File: src/rtl/calc_op_sequencer_if.sv
// ALU handshake bundle between the calculator sequencer (master) and the shared ALU (slave).
interface calc_op_sequencer_if;
    logic [7:0]  alu_a;
    logic [7:0]  alu_b;
    logic [1:0]  alu_op;
    logic        alu_start;
    logic        alu_done;
    logic [15:0] alu_result;

    modport master (
        output alu_a, alu_b, alu_op, alu_start,
        input  alu_done, alu_result
    );

    modport slave (
        input  alu_a, alu_b, alu_op, alu_start,
        output alu_done, alu_result
    );
endinterface

File: src/rtl/calc_op_sequencer.sv
// Calculator control: debounces four buttons into load/op/execute commands and
// sequences the shared multi-cycle ALU through a start/done handshake.
module calc_op_sequencer #(
    parameter int unsigned DEB_CYCLES = 160000,
    parameter int unsigned TIMEOUT    = 1024
) (
    input  logic                       clk16M,
    input  logic                       rst,
    input  logic [7:0]                 sw,
    input  logic [3:0]                 bt,
    calc_op_sequencer_if.master        alu,
    output logic [15:0]                disp_val,
    output logic                       err
);

    localparam int unsigned DCW = (DEB_CYCLES > 2) ? $clog2(DEB_CYCLES) : 1;
    localparam int unsigned TCW = $clog2(TIMEOUT + 1);

    typedef enum logic [1:0] {
        ST_IDLE,
        ST_START,
        ST_BUSY,
        ST_SHOW
    } state_t;

    state_t             state_q, state_d;
    logic [3:0]         bt_s1_q, bt_s2_q;
    logic [3:0]         lvl_q, lvl_d;
    logic [3:0]         ev_q, ev_d;
    logic [DCW-1:0]     deb_cnt_q [4];
    logic [DCW-1:0]     deb_cnt_d [4];
    logic [7:0]         a_q, a_d;
    logic [7:0]         b_q, b_d;
    logic [1:0]         op_q, op_d;
    logic [1:0]         op_inc;
    logic               start_q, start_d;
    logic [15:0]        disp_q, disp_d;
    logic               err_q, err_d;
    logic [TCW-1:0]     tmo_q, tmo_d;

    // The accepted level flips on the DEB_CYCLES-th consecutive differing sample.
    always_comb begin
        for (int unsigned i = 0; i < 4; i++) begin
            deb_cnt_d[i] = deb_cnt_q[i];
            lvl_d[i]     = lvl_q[i];
            ev_d[i]      = 1'b0;
            if (bt_s2_q[i] != lvl_q[i]) begin
                if (deb_cnt_q[i] == DCW'(DEB_CYCLES - 1)) begin
                    lvl_d[i]     = ~lvl_q[i];
                    deb_cnt_d[i] = '0;
                    ev_d[i]      = ~lvl_q[i];
                end else begin
                    deb_cnt_d[i] = deb_cnt_q[i] + 1'b1;
                end
            end else begin
                deb_cnt_d[i] = '0;
            end
        end
    end

    assign op_inc = op_q + 2'd1;

    always_comb begin
        state_d = state_q;
        a_d     = a_q;
        b_d     = b_q;
        op_d    = op_q;
        disp_d  = disp_q;
        err_d   = err_q;
        tmo_d   = tmo_q;
        case (state_q)
            ST_IDLE, ST_SHOW: begin
                if (ev_q[3]) begin
                    if (op_q == 2'd3 && b_q == '0) begin
                        err_d   = 1'b1;
                        disp_d  = 16'hEEEE;
                        state_d = ST_SHOW;
                    end else begin
                        state_d = ST_START;
                    end
                end else if (ev_q[2]) begin
                    op_d    = op_inc;
                    disp_d  = {14'b0, op_inc};
                    err_d   = 1'b0;
                    state_d = ST_IDLE;
                end else if (ev_q[1]) begin
                    b_d     = sw;
                    disp_d  = {8'h00, sw};
                    err_d   = 1'b0;
                    state_d = ST_IDLE;
                end else if (ev_q[0]) begin
                    a_d     = sw;
                    disp_d  = {8'h00, sw};
                    err_d   = 1'b0;
                    state_d = ST_IDLE;
                end
            end
            ST_START: begin
                tmo_d   = '0;
                state_d = ST_BUSY;
            end
            ST_BUSY: begin
                // A done coinciding with the last timeout cycle still wins.
                if (alu.alu_done) begin
                    disp_d  = alu.alu_result;
                    err_d   = 1'b0;
                    state_d = ST_SHOW;
                end else if (tmo_q == TCW'(TIMEOUT - 1)) begin
                    err_d   = 1'b1;
                    disp_d  = 16'hEEEE;
                    state_d = ST_IDLE;
                end else begin
                    tmo_d = tmo_q + 1'b1;
                end
            end
            default: state_d = ST_IDLE;
        endcase
        start_d = (state_d == ST_START);
    end

    always_ff @(posedge clk16M) begin
        if (rst) begin
            bt_s1_q <= '0;
            bt_s2_q <= '0;
            lvl_q   <= '0;
            ev_q    <= '0;
            for (int unsigned i = 0; i < 4; i++) begin
                deb_cnt_q[i] <= '0;
            end
            state_q <= ST_IDLE;
            a_q     <= '0;
            b_q     <= '0;
            op_q    <= '0;
            start_q <= 1'b0;
            disp_q  <= '0;
            err_q   <= 1'b0;
            tmo_q   <= '0;
        end else begin
            bt_s1_q <= bt;
            bt_s2_q <= bt_s1_q;
            lvl_q   <= lvl_d;
            ev_q    <= ev_d;
            for (int unsigned i = 0; i < 4; i++) begin
                deb_cnt_q[i] <= deb_cnt_d[i];
            end
            state_q <= state_d;
            a_q     <= a_d;
            b_q     <= b_d;
            op_q    <= op_d;
            start_q <= start_d;
            disp_q  <= disp_d;
            err_q   <= err_d;
            tmo_q   <= tmo_d;
        end
    end

    assign alu.alu_a     = a_q;
    assign alu.alu_b     = b_q;
    assign alu.alu_op    = op_q;
    assign alu.alu_start = start_q;
    assign disp_val      = disp_q;
    assign err           = err_q;

endmodule

File: src/flat_wrapper.sv
// flat-port wrapper written by rule: the top's interface ports become plain ports
module calc_op_sequencer_flat 
#(
    parameter int unsigned DEB_CYCLES = 160000,
    parameter int unsigned TIMEOUT    = 1024
)
  (clk16M, rst, sw, bt, disp_val, err, alu_alu_a, alu_alu_b, alu_alu_op, alu_alu_start, alu_alu_done, alu_alu_result);
  calc_op_sequencer_if alu_i ();
  input  logic clk16M;
  input  logic rst;
  input  logic [7:0] sw;
  input  logic [3:0] bt;
  output logic [15:0] disp_val;
  output logic err;
  output wire logic [$bits(alu_i.alu_a)-1:0] alu_alu_a;
  output wire logic [$bits(alu_i.alu_b)-1:0] alu_alu_b;
  output wire logic [$bits(alu_i.alu_op)-1:0] alu_alu_op;
  output wire logic [$bits(alu_i.alu_start)-1:0] alu_alu_start;
  input wire logic [$bits(alu_i.alu_done)-1:0] alu_alu_done;
  input wire logic [$bits(alu_i.alu_result)-1:0] alu_alu_result;
  assign alu_alu_a = alu_i.alu_a;
  assign alu_alu_b = alu_i.alu_b;
  assign alu_alu_op = alu_i.alu_op;
  assign alu_alu_start = alu_i.alu_start;
  assign alu_i.alu_done = alu_alu_done;
  assign alu_i.alu_result = alu_alu_result;
  calc_op_sequencer #(.DEB_CYCLES(DEB_CYCLES), .TIMEOUT(TIMEOUT)) u_core (.clk16M(clk16M), .rst(rst), .sw(sw), .bt(bt), .alu(alu_i), .disp_val(disp_val), .err(err));
endmodule
File: config.mk
export PLATFORM = sky130hd
export DESIGN_NAME = calc_op_sequencer_flat
export DESIGN_NICKNAME = d
export VERILOG_FILES = /design/src/rtl/calc_op_sequencer_if.sv /design/src/rtl/calc_op_sequencer.sv /design/src/flat_wrapper.sv
export SDC_FILE = /design/constraint.sdc
export NUM_CORES = 1
export LEC_CHECK = 0
export ABC_AREA = 1
export CAP_MARGIN = 20
export CORE_ASPECT_RATIO = 0.7
export CORE_MARGIN = 8
export CORE_UTILIZATION = 52
export DETAILED_ROUTE_END_ITERATION = 8
export PLACE_DENSITY = 0.78
export SLEW_MARGIN = 5
export SYNTH_ARGS = -nofsm -noshare
export SYNTH_HDL_FRONTEND = slang
export SYNTH_SLANG_ARGS = --single-unit
File: constraint.sdc
create_clock -name clk16M -period 1.44 [get_ports clk16M]
set_input_delay 0.36 -clock clk16M [delete_from_list [all_inputs] [get_ports clk16M]]
set_output_delay 0.36 -clock clk16M [all_outputs]
set_load 0.01 [all_outputs]
# Yosys cells after proc, flatten, opt, wreduce, memory -nomap -nowiden
# Memory sizes are Yosys's and may differ from the RTL's.
# Index checks and enable logic that the tools add are counted.
# totals
ff_bits	65
mem_bits_rw	72
inputBits	31
output_inout_bits	36
elab_cells	124
n_memories	1
# mem_list
memory	words	word_bits	rd	rd_clocked_by_memory_dff	write_ports	line	text
u_core.deb_cnt_q	4	18	4	0	4	calc_op_sequencer.sv:30	logic [DCW-1:0] deb_cnt_q [4];
# classes
n_addsub	6
n_eq_ne	19
muxes	42
n_bitwise	19
n_reduce_logical	19
# op_table
cell	count
$mux W18	12
$mux W16	7
$add A18 B1 Y18 const B	4
$eq A18 B18 Y1 const B	4
$pmux W16 S2	1
$mux W11	2
$pmux W11 S2	1
$not A1 Y1	15
$mux W2	7
$reduce_or A3 Y1	4
$add A11 B1 Y11 const B	1
$eq A11 B10 Y1 const B	1
$mux W1	10
$logic_not A8 Y1	1
$reduce_and A2 Y1	4
$reduce_and A4 Y1	2
$eq A2 B2 Y1 const B	3
$pmux W2 S3	1
$reduce_and A3 Y1	2
$ne A5 B1 Y1 const B	1
$reduce_and A5 Y1	1
$eq A2 B1 Y1 const B	2
$ne A1 B1 Y1	4
$ne A2 B2 Y1 const B	2
other kinds (9)	13

# Logic depth before layout (Yosys ltp)
# logic_depth
depth_word	6
depth_mapped	11
depth_no_buf	10

# Least setup slack after synthesis
# OpenSTA, ideal clock, no wires.
# synth_timing
kind	register to register
startpoint	mem u_core.deb_cnt_q[1][0] (netlist bit)
endpoint	mem u_core.deb_cnt_q[1][0] (netlist bit)
setup_time_ns	0.117
t_arrival_ns	1.412
required_ns	1.323
setup_slack_ns	-0.090
stages_incl_launch_ff	10
n_path_buf	1
period_less_slack_ns	1.530
cell_sequence	dfxtp_1 > ha_1 > nand2_1 > nor2_2 > nand3_2 > nor2_4 > nand2_2 > nand2_2 > buf_6 > nor2_1
# synth_rtl
element	line
from (decl)	calc_op_sequencer.sv:30

# Final worst setup path
# layout_timing
startpoint	reg u_core.op_q[0] (netlist: u_core.alu.alu_op[0])
endpoint	reg u_core.disp_q[9] (netlist: u_core.disp_val[9])
# layout_between
elab_chain_cells	4
# layout_rtl
element	line	text
from (decl)	calc_op_sequencer.sv:34	logic [1:0] op_q, op_d;
from (signal assigned)	calc_op_sequencer.sv:149	op_q <= op_d;
$eq A2 B2 Y1	calc_op_sequencer.sv:74	if (op_q == 2'd3 && b_q == '0) begin
$logic_and A1 B1 Y1	calc_op_sequencer.sv:74	
$ne A3 B3 Y1 (no line)	-	
$reduce_and A4 Y1 (no line)	-	
to (signal assigned)	calc_op_sequencer.sv:151	disp_q <= disp_d;
to (decl)	calc_op_sequencer.sv:37	logic [15:0] disp_q, disp_d;
# Every way passes these cells.
# A chain may end at the register's enable or synchronous reset.

==> flow_metrics.tcl <==
set metrics [dict create \
    rsz0062_at_grt "true" \
    synth_top_family_by_area "simple AND/OR/NAND/NOR gates" \
    synthCells 956 \
    fin_nets 1179 \
    fin_crit_ns 1.54 \
    routed_wl_um 20200 \
    synth-seq-area-share_pct 41.4 \
    worst_pin_slew_ns 0.572 \
    synth_mux_area_share_pct 0 \
    grt_pass1_wl_um 29000 \
    diodes 0 \
    worstPathRequired_ns 1.76 \
    setup_violations 27 \
    crit_type "reg -> reg" \
    syn_nets 995 \
    setup_ws_ns -0.0974 \
    switching_share_pct 29.3 \
    drc 0 \
    synth_warnings 0 \
    path_clk_slew_ns 0.06 \
    synth.distinct_cells 37 \
    overflow 0 \
    synthAdderAreaFrac_pct 1.51 \
    p_switching_uw 3030 \
    drt-vias-per-instance 5.30 \
    syn_area_per_cell_um2 6.94 \
    drive_gt1_share_pct 28.1 \
    dp_slack_ns -0.295 \
    cts_buffer_depth 2 \
    slew_viol_final 0 \
    outcome "complete, but fails checks" \
    synth-simple-area-share_pct 35.8 \
    violations "negative setup slack" \
    pwr-share-clk_pct 41.0 \
    io_buffers 66 \
    coreArea_mm2 0.0124 \
    fp.dieW_um 151 \
    synthXorXnorAreaFrac_pct 3.70 \
    cts_root_buf "clkbuf_16" \
    postLayoutCoreUtil_pct 76.9 \
    hold_violations 0 \
    area_delta_synth_final_pct 44.1 \
    cp-end-kind "register" \
    cap_violations 0 \
    grt_pass1_vias 6141 \
    cts_tree "built" \
    clock_latency_ns 0.42 \
    whs_ns 0.412 \
    dp_hpwl_um 11700 \
    pwr-share-comb_pct 19.1 \
    routedWlPerCell_um 15.4 \
    dr.pass1.iters 5 \
    seq_power_share_pct 39.9 \
    synth_area_mm2 0.00663 \
    critPathLaunchType "register" \
    num_vias 6964 \
    max_stage_delay_ns 0.37 \
    synth-main-ff-cell "dfxtp_1" \
    cts_sinks 137 \
    antenna_found_initial 0 \
    finalCritPeriodShare_pct 107 \
    ys_ff_latch 137 \
    finalSetupTns_ns -0.922 \
    gp_congestion 0.902 \
    min-delay-path-class "reg -> reg" \
    drtIter0Drc 565 \
    crit_chain "ha_4, nand2_2, nor3_2, nand2_1, nand2_4, buf_6, nand3_4, nor2_2, nor2_1" \
    clock_skew_ns 0.0105 \
    grt_max_degree 23 \
    crit_slowest_cell "dfxtp_2" \
    worst-path-max-fanout 8 \
    cp.arrival_ns 1.86 \
    fp-row-count 34 \
    power_leakage_uw 0.00388 \
    rr_worst_depth 9 \
    htreeDepth 4 \
    grt.total_usage_pct 21.1 \
    synth-compound-area-share_pct 7.90 \
    worstHoldStart "u_core.bt_s1_q[1]" \
    holdPathEnd "u_core.bt_s2_q[1]" \
    internal-power_uw 7320 \
    dieArea_mm2 0.0167 \
    numCtsBuffers 17 \
    r2r-start "u_core.alu.alu_op[0]" \
    slew_headroom_pct 61.8 \
    ant_nets 0 \
    synth_edf_count 0 \
    hold_depth 2 \
    die_height_um 110 \
    r2r_slack_ns -0.1 \
    start_util_pct 53.4 \
    synthArstFlopShare_pct 0 \
    rr_endpoint "u_core.disp_val[9]" \
    power_uw 10300 \
    ios 67 \
    powerDensity_mw_per_mm2 1080 \
    ir_worst_vdd_mv 1.06 \
    max_freq_mhz 650 \
]
-- power by group through the flow --
stage          Combinational (uW)  Clock [uW]  Sequential, uW
2_1_floorplan                 785           0            4280
3_3_place_gp                 1520           0            4180
3_5_place_dp                 1540           0            4190
4_1_cts                      1680        4250            4110
5_1_grt                      2140        4470            4150
6_report                     1970        4240            4130
-- sequential cells by signal, indices dropped and copies added, names as in the netlist --
register              count
u_core.alu.alu_a          8
u_core.ev_q               4
u_core.lvl_q              4
u_core.alu.alu_op         2
u_core.state_q            2
u_core.disp_val          16
u_core.err                1
u_core.tmo_q             11
u_core.alu.alu_b          8
u_core.alu.alu_start      1
u_core.deb_cnt_q         72
u_core.bt_s1_q            4
u_core.bt_s2_q            4
-- synth_stat cells, types with 2 or more instances --
cell type  count  area, um^2
a21oi_1       50         250
a21oi_2        6        52.6
and3_1         2        12.5
buf_1          2        7.51
buf_2          4        20.0
buf_4          2        15.0
buf_6          4        45.0
clkbuf_1       4        15.0
dfxtp_1      137        2740
ha_1           8         100
inv_1        132         495
inv_2          6        22.5
nand2_1      205         769
nand2_2        8        50.1
nand3_1       60         300
nand3_2        4        40.0
nand3b_1       7        52.6
nand4_1       29         181
nor2_1       153         574
nor2_2        12        75.1
nor2_4         3        33.8
nor3_1        35         175
nor3_2         3        30.0
nor3b_1        2        15.0
nor4_1         2        12.5
o211ai_1       2        15.0
o21ai_0       37         185
o21bai_1       2        15.0
xnor2_1        5        43.8
xor2_1        23         201
-- cells in the final DEF (no fill, tap or decap), types with 11 or more instances in the layout --
master,Yosys,routed
a21oi_1,50,38
a21oi_2,6,16
buf_4,2,93
buf_6,4,11
clkbuf_16,0,18
clkdlybuf4s50_1,0,30
dfxtp_1,137,114
dfxtp_2,0,21
dlygate4sd2_1,0,22
inv_1,132,125
nand2_1,205,188
nand2_2,8,13
nand2_4,1,12
nand3_1,60,51
nand3_4,0,13
nand4_1,29,29
nor2_1,153,122
nor2_2,12,32
nor2_4,3,14
nor3_1,35,28
o21ai_0,37,19
o21ai_1,0,12
xor2_1,23,22
-- logic make-up after synthesis --
kind of cell	Yosys count
AOI/OAI and AO/OA	98
xor gates and xnor gates	28
adders and majority gates	8
buffers and inverters	156
DFF	137
and+or+nand+nor	529
-- worst max-delay path: cells and delay by family (launching register included) --
kind,cells,cell delay [ns]
and+or+nand+nor,7,0.78
adders and majority gates,1,0.16
DFF,1,0.37
buffers and inverters,1,0.13
-- stage by stage --
stage	cells	instance area, um^2
6_report	1315	9560
5_1_grt	1315	9560
4_1_cts	1301	9000
3_5_place_dp	1256	8160
3_3_place_gp	1256	8160
2_1_floorplan	956	6740
-- worst max-delay path by stage --
stage,startpoint,end,slack (ns)
6_report,u_core.alu.alu_op[0],u_core.disp_val[9],-0.1
3_3_place_gp,alu_alu_done,u_core.tmo_q[10],-0.24
2_1_floorplan,u_core.state_q[0],u_core.tmo_q[10],-0.02
3_5_place_dp,rst,u_core.deb_cnt_q[1][17],-0.30
5_1_grt,u_core.alu.alu_op[0],u_core.disp_val[9],-0.14
4_1_cts,u_core.tmo_q[1],u_core.disp_val[6],-0.01
-- what timing repair did --
action                     in CTS  in global routing
setup endpoints to repair     121                136
pin swaps                      16                 49
gates cloned                    7                  3
setup buffers                   6                 12
hold buffers                    0                  0
gates resized for setup        91                153
-- per-layer routing --
metal  GRT usage, %  share of wire (%)  routed length [um]  vias up
met5              0                  0                   0        -
met4           7.36                2.5                 497        0
met3           4.89                6.7                1350       45
met2           32.6                 48                9620      267
met1           28.3                 43                8780     3215
li1               -                  -                   -     3437
-- area by class of cell --
type                       count  area [um^2]
clock buffer                  18          450
clock inverter                14          123
sequential                   137         2780
inverter                     139          538
multi-input combinational    673         4000
timing repair buffer         172         1470
fill                         838         2860
tap                          162          203
Power figures use the tool's default switching activity.
